==> config.mk <==
export PLATFORM = sky130hd
export DESIGN_NAME = request_arbiter
export DESIGN_NICKNAME = d
export VERILOG_FILES = /design/src/rtl/arbiter_pkg.sv /design/src/rtl/rr_priority_pick.sv /design/src/rtl/request_arbiter.sv
export SDC_FILE = /design/constraint.sdc
export NUM_CORES = 1
export LEC_CHECK = 0
export BUFFER_PORTS_ARGS = -buffer_cell sky130_fd_sc_hd__buf_2
export CELL_PAD_IN_SITES_DETAIL_PLACEMENT = 0
export CELL_PAD_IN_SITES_GLOBAL_PLACEMENT = 1
export CORE_ASPECT_RATIO = 0.9
export CORE_MARGIN = 5
export CORE_UTILIZATION = 40
export DETAILED_ROUTE_END_ITERATION = 16
export HOLD_SLACK_MARGIN = 0.1
export PLACE_DENSITY = 0.75
export SLEW_MARGIN = 25
export SYNTH_ARGS = -nofsm -noshare
export SYNTH_HDL_FRONTEND = slang
export SYNTH_SLANG_ARGS = --single-unit
==> constraint.sdc <==
create_clock -name clk -period 2.6 [get_ports clk]
set_input_delay 0.39 -clock clk [delete_from_list [all_inputs] [get_ports clk]]
set_output_delay 0.39 -clock clk [all_outputs]
set_load 0.01 [all_outputs]
==> src/rtl/arbiter_pkg.sv <==
// Shared types and constants for the round-robin request arbiter.
// Imported by the search and arbiter control modules.
package arbiter_pkg;

   localparam int NREQ           = 4;
   localparam int IDX_W          = 2;
   localparam int CNT_W          = 3;
   localparam int MAX_TENURE_DEF = 4;

   typedef enum logic {
      IDLE  = 1'b0,
      GRANT = 1'b1
   } state_t;

endpackage

==> src/rtl/rr_priority_pick.sv <==
// Wrap-around priority search: first set request at or after start.
// Purely combinational.
module rr_priority_pick
   import arbiter_pkg::*;
(
   input  logic [NREQ-1:0]  req,
   input  logic [IDX_W-1:0] start,
   output logic [IDX_W-1:0] winner,
   output logic             found
);

   logic [IDX_W-1:0] idx;

   always_comb begin
      winner = '0;
      found  = 1'b0;
      idx    = '0;
      for (int i = 0; i < NREQ; i++) begin
         idx = start + IDX_W'(i);
         if (!found && req[idx]) begin
            winner = idx;
            found  = 1'b1;
         end
      end
   end

endmodule

==> src/rtl/request_arbiter.sv <==
// Round-robin arbiter with bounded tenure; registered outputs
// feed a 2-to-4 decoder directly.
module request_arbiter
   import arbiter_pkg::*;
#(
   parameter int MAX_TENURE = MAX_TENURE_DEF
) (
   input  logic       clk,
   input  logic       reset_n,
   input  logic [3:0] req,
   output logic       address0,
   output logic       address1,
   output logic       enable
);

   localparam logic [CNT_W-1:0] MAX_C = CNT_W'(MAX_TENURE);

   state_t           state, state_n;
   logic [IDX_W-1:0] addr, addr_n;
   logic [IDX_W-1:0] ptr, ptr_n;
   logic [CNT_W-1:0] cnt, cnt_n;
   logic             en_q, en_n;

   logic [IDX_W-1:0] start;
   logic [IDX_W-1:0] win;
   logic             found;
   logic             held;
   logic             others;

   // The pointer always equals the current owner while granted,
   // so one search from pointer+1 serves both idle and rotation.
   assign start  = ptr + IDX_W'(1);
   assign held   = req[ptr];
   assign others = |(req & ~(4'b0001 << ptr));

   rr_priority_pick u_pick (
      .req    (req),
      .start  (start),
      .winner (win),
      .found  (found)
   );

   always_ff @(posedge clk or negedge reset_n) begin
      if (!reset_n) begin
         state <= IDLE;
         addr  <= '0;
         ptr   <= 2'd3;
         cnt   <= '0;
         en_q  <= 1'b0;
      end else begin
         state <= state_n;
         addr  <= addr_n;
         ptr   <= ptr_n;
         cnt   <= cnt_n;
         en_q  <= en_n;
      end
   end

   always_comb begin
      state_n = state;
      addr_n  = addr;
      ptr_n   = ptr;
      cnt_n   = cnt;
      unique case (state)
         IDLE: begin
            if (found) begin
               state_n = GRANT;
               addr_n  = win;
               ptr_n   = win;
               cnt_n   = CNT_W'(1);
            end
         end
         GRANT: begin
            if (!held) begin
               if (found) begin
                  addr_n = win;
                  ptr_n  = win;
                  cnt_n  = CNT_W'(1);
               end else begin
                  state_n = IDLE;
                  cnt_n   = '0;
               end
            end else if (cnt < MAX_C) begin
               cnt_n = cnt + CNT_W'(1);
            end else if (others) begin
               addr_n = win;
               ptr_n  = win;
               cnt_n  = CNT_W'(1);
            end
         end
         default: state_n = IDLE;
      endcase
      en_n = (state_n == GRANT);
   end

   assign enable   = en_q;
   assign address0 = addr[0];
   assign address1 = addr[1];

endmodule

==> results by group, run 1 <==
Outcome
  • Status: completed

Worst setup path
  • Reg2Reg Depth: 6
  • Arrival time at the worst endpoint: 2.08 ns
  • Crit-path cells: inv_1 > ha_1 > or2b_1 > a21boi_0 > a2111oi_4 > a21o_1
  • Worst setup EP type: flip-flop
  • RR Endpoint: addr[0]$_DFFE_PN0P_
  • Delay-heaviest family, CP: flip-flops
  • CP max-delay cell: dfstp_2
  • Setup slack, reg-to-reg: approximately 0.66 ns
  • Crit path kind: reg2reg
  • Worst R2R Start: ptr[0]$_DFFE_PN1P_
  • Critical-path maximum fanout: 9
  • WP data required: 2.74 ns
  • CP startpoint kind: flip-flop
  • CP max stage delay: 0.62 ns
  • CP Buf/Inv Count: 1

Final layout
  • Layout cell share with drive strength beyond 1: 27.9%
  • Reg area: 203 um^2
  • Area Overhead vs Synth: 14.5%
  • Total Nets Final: 80
  • Filler Cell Count: 139
  • Post-route cell area: between 600 and 700 um^2
  • Multi-input gate area: 350 um^2
  • # diodes: 0

Logic synthesis
  • Top post-synthesis cells by area: dfrtp_1, ha_1, dfstp_2, a21o_1, a2111oi_4
  • Top-count cell post-synth: dfrtp_1
  • Syn Inst Count: 56
  • EDFF count, synth: 0
  • Fraction of the mapped netlist area in adder cells: 10.8%
  • Simple logic cell fraction of the synthesized area: approximately 20%
  • Share of flip-flops with an asynchronous set or reset: 100%
  • Area leader, netlist: dfrtp_1
  • Net Count, Synth: 67
  • Seq cells post-synth: 8
  • Post-Synth XOR/XNOR Area: 0%
  • Compound-cell area share of the yosys netlist: 26.3%
  • Largest family of logic cells by synthesized area: compound AO/OA/AOI/OAI gates
  • Syn Std Cell Area: 579 um^2
  • Ys Warns: 0
  • Mean Syn Cell Area: roughly 10 um^2
  • Post-synth top area share: 25.9%
  • Distinct cells, synth: 28
  • Multiplexer share of the synthesized area: 3.89%
  • Post-synth top cells: dfrtp_1, a21oi_1, ha_1
  • Post-synthesis sequential area ratio: 35.0%
  • Dominant synthesized flop cell: dfrtp_1

GRT
  • Largest net degree at the start of global routing: 10
  • Total congestion overflow: 0
  • Total GRT Usage: 10.7%
  • First-pass GRT wire length: 1.87 mm
  • Initial antenna violation count: 0
  • Vias in the first global route: 429

Run
  • Max Cap Viol: 0

Floorplanning
  • Core box area: between 1000 and 1500 um^2
  • FP Rows: 13
  • Total die area: 2310 um^2
  • I/O pin count: 9
  • Initial core utilization: 40.9%
  • Die X-Extent: 50.1 um
  • Die H: 46.1 um

Worst hold path
  • Hold path depth: 1
  • Worst Hold Path EP: addr[1]$_DFFE_PN0P_
  • Worst min-delay path startpoint: addr[1]$_DFFE_PN0P_
  • Worst hold path class: reg2reg

Power
  • Cell-internal power: 0.444 mW
  • Pwr dens: 1100 nW/um^2
  • Switching part of the total: 39.0%
  • Worst VDD drop: approximately 0.00047 V
  • Comb pwr share: 51.9%
  • Clock power frac: 13.8%
  • Sequential share of power: 34.3%
  • Switch Pwr: roughly 0.28 mW
  • P_leak: 0.305 nW

Timing
  • Worst Max-Slew Pin Slew: 0.496 ns
  • Final setup vio count: 0
  • Slew Viols, Final: 0
  • Total negative slack: 0 ns
  • Headroom to the max-slew limit: 66.6%
  • Fmax: roughly 510 MHz
  • Final Hold Vio Count: 0
  • Final Skew: 0.00640 ns
  • Final clock period utilization by the worst path: between 70% and 80%
  • RSZ-0062 raised after global routing: false
  • Final min period: 1.94 ns

Clocking
  • Clock latency on the worst-skew pair: 0.25 ns
  • Clock Tree Buf Depth: 2
  • Post_cts resized: 0
  • Clk slew on worst S/H paths: 0.05 ns
  • Root Driver: clkbuf_4
  • Postcts setup bufs: 0
  • H-Tree Depth: 1
  • Clk sinks: 8
  • CTS tree: done
  • TritonCTS buffer count: 3

Routing
  • WL final: 1.02 mm
  • WL/cell: 12.2 um
  • 1st-iter DRT viols: 3
  • DR pass1 iterations: 4
  • DRC Markers: 0
  • Detail Route Antenna Nets: 0
  • Vias: 443
  • Via-to-Cell Ratio: around 5.3

Placed design
  • PortBufs: 8
  • DP Area: 627 um^2
  • Final GP Congestion: 0.745
  • Dpl hpwl: a little under 800 um
[logic make-up after synthesis]
| logic type | count (synthesis) |
|---|---|
| adders and majority gates | 5 |
| buffers and inverters | 5 |
| muxes | 1 |
| AOI/OAI and AO/OA | 18 |
| and+or+nand+nor | 19 |
| DFF | 8 |
[worst max-delay path by stage]
stage / from / end / cells past startpoint
2_1_floorplan: ptr[0]$_DFFE_PN1P_ / addr[0]$_DFFE_PN0P_ / 5
3_3_place_gp: ptr[0]$_DFFE_PN1P_ / addr[0]$_DFFE_PN0P_ / 6
3_5_place_dp: ptr[0]$_DFFE_PN1P_ / addr[0]$_DFFE_PN0P_ / 6
4_1_cts: ptr[0]$_DFFE_PN1P_ / addr[0]$_DFFE_PN0P_ / 6
5_1_grt: ptr[0]$_DFFE_PN1P_ / addr[0]$_DFFE_PN0P_ / 6
6_report: ptr[0]$_DFFE_PN1P_ / addr[0]$_DFFE_PN0P_ / 6
[area by class of cell]
type                       instances  share of cell area (%)
multi-input combinational         43                    52.8
sequential                         8                    30.6
timing repair buffer               9                    7.55
clock buffer                       4                    3.96
tap                               15                    2.83
inverter                           4                    2.26
[power groups by stage]
stage | sequential (mW) | combinational [mW] | clock, mW
after floorplan | 0.246 | 0.325 | 0
after global placement | 0.250 | 0.383 | 0
after detailed placement | 0.252 | 0.381 | 0
after CTS | 0.251 | 0.384 | 0.104
after global routing | 0.263 | 0.438 | 0.113
final | 0.250 | 0.378 | 0.100
[flip-flops by register name, indices dropped and copies added, names as in the netlist]
| signal | count |
|---|---|
| cnt | 3 |
| addr | 2 |
| ptr | 2 |
| enable | 1 |
[repair_timing]
action                                  4_1_cts  5_1_grt
endpoints found under the setup margin        0        0
hold endpoints to repair                      6        0
hold buffers                                  1        0
[stage by stage]
stage / hold WS, ns / util, % / instances / worst slack (ns) / total power, mW
finish: 0.470 / 46.9 / 83 / 0.657 / 0.728
global placement: 0.242 / 44.3 / 78 / 0.683 / 0.632
detailed placement: 0.239 / 44.3 / 78 / 0.654 / 0.633
global route: 0.484 / 46.9 / 83 / 0.537 / 0.815
CTS: 0.472 / 46.9 / 83 / 0.638 / 0.739
floorplan: 0.0944 / - / 56 / 0.729 / 0.571
[metal layers]
metal	track usage (%)	wire (um)	vias up
met1	14.2	482	208
li1	-	-	227
met2	16.5	473	8
met3	5.83	59	0
met5	0	0	-
met4	0	0	0
[layout by cell type (no fill, tap or decap), types with 2 or more instances in the layout]
master,netlist,routed
ha_1,5,5
nand2b_1,3,3
a21o_1,4,4
a21oi_1,5,5
clkbuf_4,0,3
nor2_1,2,2
buf_2,0,8
dfrtp_1,6,6
nor2b_1,4,4
nand3_1,3,3
inv_1,4,4
dfstp_2,2,2
Power figures use the tool's default switching activity.
==> inputs of run 2 (changes only) <==
==> constraint.sdc (replaced) <==
create_clock -name clk -period 1.81 [get_ports clk]
set_input_delay 0.2715 -clock clk [delete_from_list [all_inputs] [get_ports clk]]
set_output_delay 0.2715 -clock clk [all_outputs]
set_load 0.01 [all_outputs]
==> results by group, run 2 (same netlist as run 1, synthesis figures left out) <==
Outcome
  • Status: completed

Timing
  • Final clock period utilization by the worst path: 98.8%
  • Total negative slack: 0 ns
  • RSZ-0062 raised after global routing: true
  • Final setup vio count: 0
  • Final Hold Vio Count: 0
  • Final Skew: between 0.008 and 0.009 ns
  • Slew Viols, Final: 0
  • Headroom to the max-slew limit: 77.8%
  • Final min period: 1.79 ns
  • Fmax: 559 MHz
  • Worst Max-Slew Pin Slew: about 0.33 ns

Power
  • Comb pwr share: 60.6%
  • Sequential share of power: 27.8%
  • P_leak: 0.339 nW
  • Switching part of the total: 38.3%
  • Pwr dens: between 1500 and 2000 nW/um^2
  • Clock power frac: 11.6%
  • Switch Pwr: 0.478 mW
  • Worst VDD drop: 0.000807 V
  • Cell-internal power: 0.770 mW

Clocking
  • TritonCTS buffer count: 3
  • Clk sinks: 8
  • Clock Tree Buf Depth: 2
  • H-Tree Depth: 1
  • Clock latency on the worst-skew pair: between 0.2 and 0.3 ns
  • Clk slew on worst S/H paths: 0.06 ns
  • CTS tree: done
  • Root Driver: clkbuf_4

Routing
  • WL/cell: 13.2 um
  • Detail Route Antenna Nets: 0
  • 1st-iter DRT viols: 5
  • Vias: 472
  • DR pass1 iterations: 3
  • DRC Markers: 0
  • Via-to-Cell Ratio: 5.36
  • WL final: roughly 1.2 mm

Final layout
  • Total Nets Final: 85
  • Layout cell share with drive strength beyond 1: a little over two fifths
  • Largest register FFs: 3
  • # diodes: 0
  • Most common cell after layout, fill and taps aside: buf_2
  • Post-route cell area: 746 um^2
  • Biggest regs: cnt x3, addr x2, ptr x2
  • Most frequent cells in the layout: buf_2, dfrtp_1, a21oi_1, buf_4
  • Filler Cell Count: 146
  • Largest register by flop count: cnt
  • Area Overhead vs Synth: 28.7%

Floorplanning
  • Initial core utilization: 40.9%
  • Total die area: 2310 um^2
  • I/O pin count: 9
  • Die X-Extent: 50.1 um
  • Core box area: roughly 1400 um^2
  • FP Rows: 13
  • Die H: 46.1 um

GRT
  • Vias in the first global route: approximately 480
  • Total congestion overflow: 0
  • Largest net degree at the start of global routing: 9
  • Initial antenna violation count: 0
  • Total GRT Usage: 12.5%
  • First-pass GRT wire length: 2.10 mm

Worst hold path
  • Worst hold path class: in2async

Placed design
  • Dpl hpwl: 884 um
  • DP Area: 663 um^2
  • PortBufs: 8
  • Final GP Congestion: 0.713

Worst setup path
  • Setup slack, reg-to-reg: 0.02 ns
  • Worst setup EP type: flip-flop
  • Worst R2R Start: ptr[0]$_DFFE_PN1P_
  • Crit path kind: reg2reg
  • Arrival time at the worst endpoint: 1.98 ns
  • WP data required: 2.00 ns
  • Reg2Reg Depth: 7
  • Critical-path maximum fanout: 4
  • CP startpoint kind: flip-flop
  • RR Endpoint: addr[0]$_DFFE_PN0P_

Run
  • Max Cap Viol: 0
[run 2: area by class of cell]
class,instances,area (um^2),area share (%)
repair buffers,14,87.6,11.7
clock buffers,4,26.3,3.52
well taps,15,18.8,2.52
inverters,4,15.0,2.01
multi-input cells,43,395,53.0
flip-flops and latches,8,203,27.2
[run 2: stage by stage]
stage / setup slack (ns) / power (mW) / hold WS (ns) / util, % / cells
2_1_floorplan: -0.0223 / 0.835 / -0.0241 / - / 56
3_3_place_gp: -0.0169 / 0.996 / 0.120 / 46.9 / 82
3_5_place_dp: -0.0324 / 1.02 / 0.125 / 46.9 / 82
4_1_cts: 0.00934 / 1.24 / 0.374 / 51.4 / 88
5_1_grt: -0.0743 / 1.37 / 0.391 / 52.7 / 88
6_report: 0.0225 / 1.25 / 0.380 / 52.7 / 88
[run 2: layer usage]
| metal | track usage (%) | part of all wire (%) | up-vias |
|---|---|---|---|
| met4 | 3.14 | 0 | 0 |
| met3 | 7.12 | 5.8 | 0 |
| met5 | 0 | 0 | - |
| met1 | 14.4 | 42 | 227 |
| met2 | 20.1 | 52 | 8 |
| li1 | - | - | 237 |
[run 2: power groups by stage]
stage          registers, mW  logic, mW  clock network (mW)
6_report               0.346      0.756               0.145
5_1_grt                0.360      0.847               0.168
4_1_cts                0.348      0.743               0.153
3_5_place_dp           0.356      0.663                   0
3_3_place_gp           0.353      0.643                   0
2_1_floorplan          0.353      0.482                   0
[run 2: worst max-delay path by stage]
stage                       start                   to  slack (ns)
2_1_floorplan  ptr[0]$_DFFE_PN1P_  addr[0]$_DFFE_PN0P_       -0.02
3_3_place_gp   ptr[0]$_DFFE_PN1P_  addr[0]$_DFFE_PN0P_       -0.02
3_5_place_dp   ptr[0]$_DFFE_PN1P_  addr[0]$_DFFE_PN0P_       -0.03
4_1_cts        ptr[0]$_DFFE_PN1P_  addr[0]$_DFFE_PN0P_       0.009
5_1_grt        ptr[0]$_DFFE_PN1P_   ptr[0]$_DFFE_PN1P_       -0.07
6_report       ptr[0]$_DFFE_PN1P_  addr[0]$_DFFE_PN0P_        0.02
[run 2: timing repair]
action	4_1_cts	5_1_grt
endpoints found under the hold margin	8	0
cloned	0	0
setup buffers	1	0
endpoints found under the setup margin	3	6
pin swaps	1	0
resized for setup	5	3
hold buffers	1	0
[run 2: worst max-delay path, cell delays in order, from the launching register on]
cell and delay, ns:
dfstp_2 0.57, inv_2 0.07, ha_1 0.20, nor2b_2 0.16
o41ai_2 0.09, buf_4 0.16, a2111oi_4 0.36, a21o_1 0.12
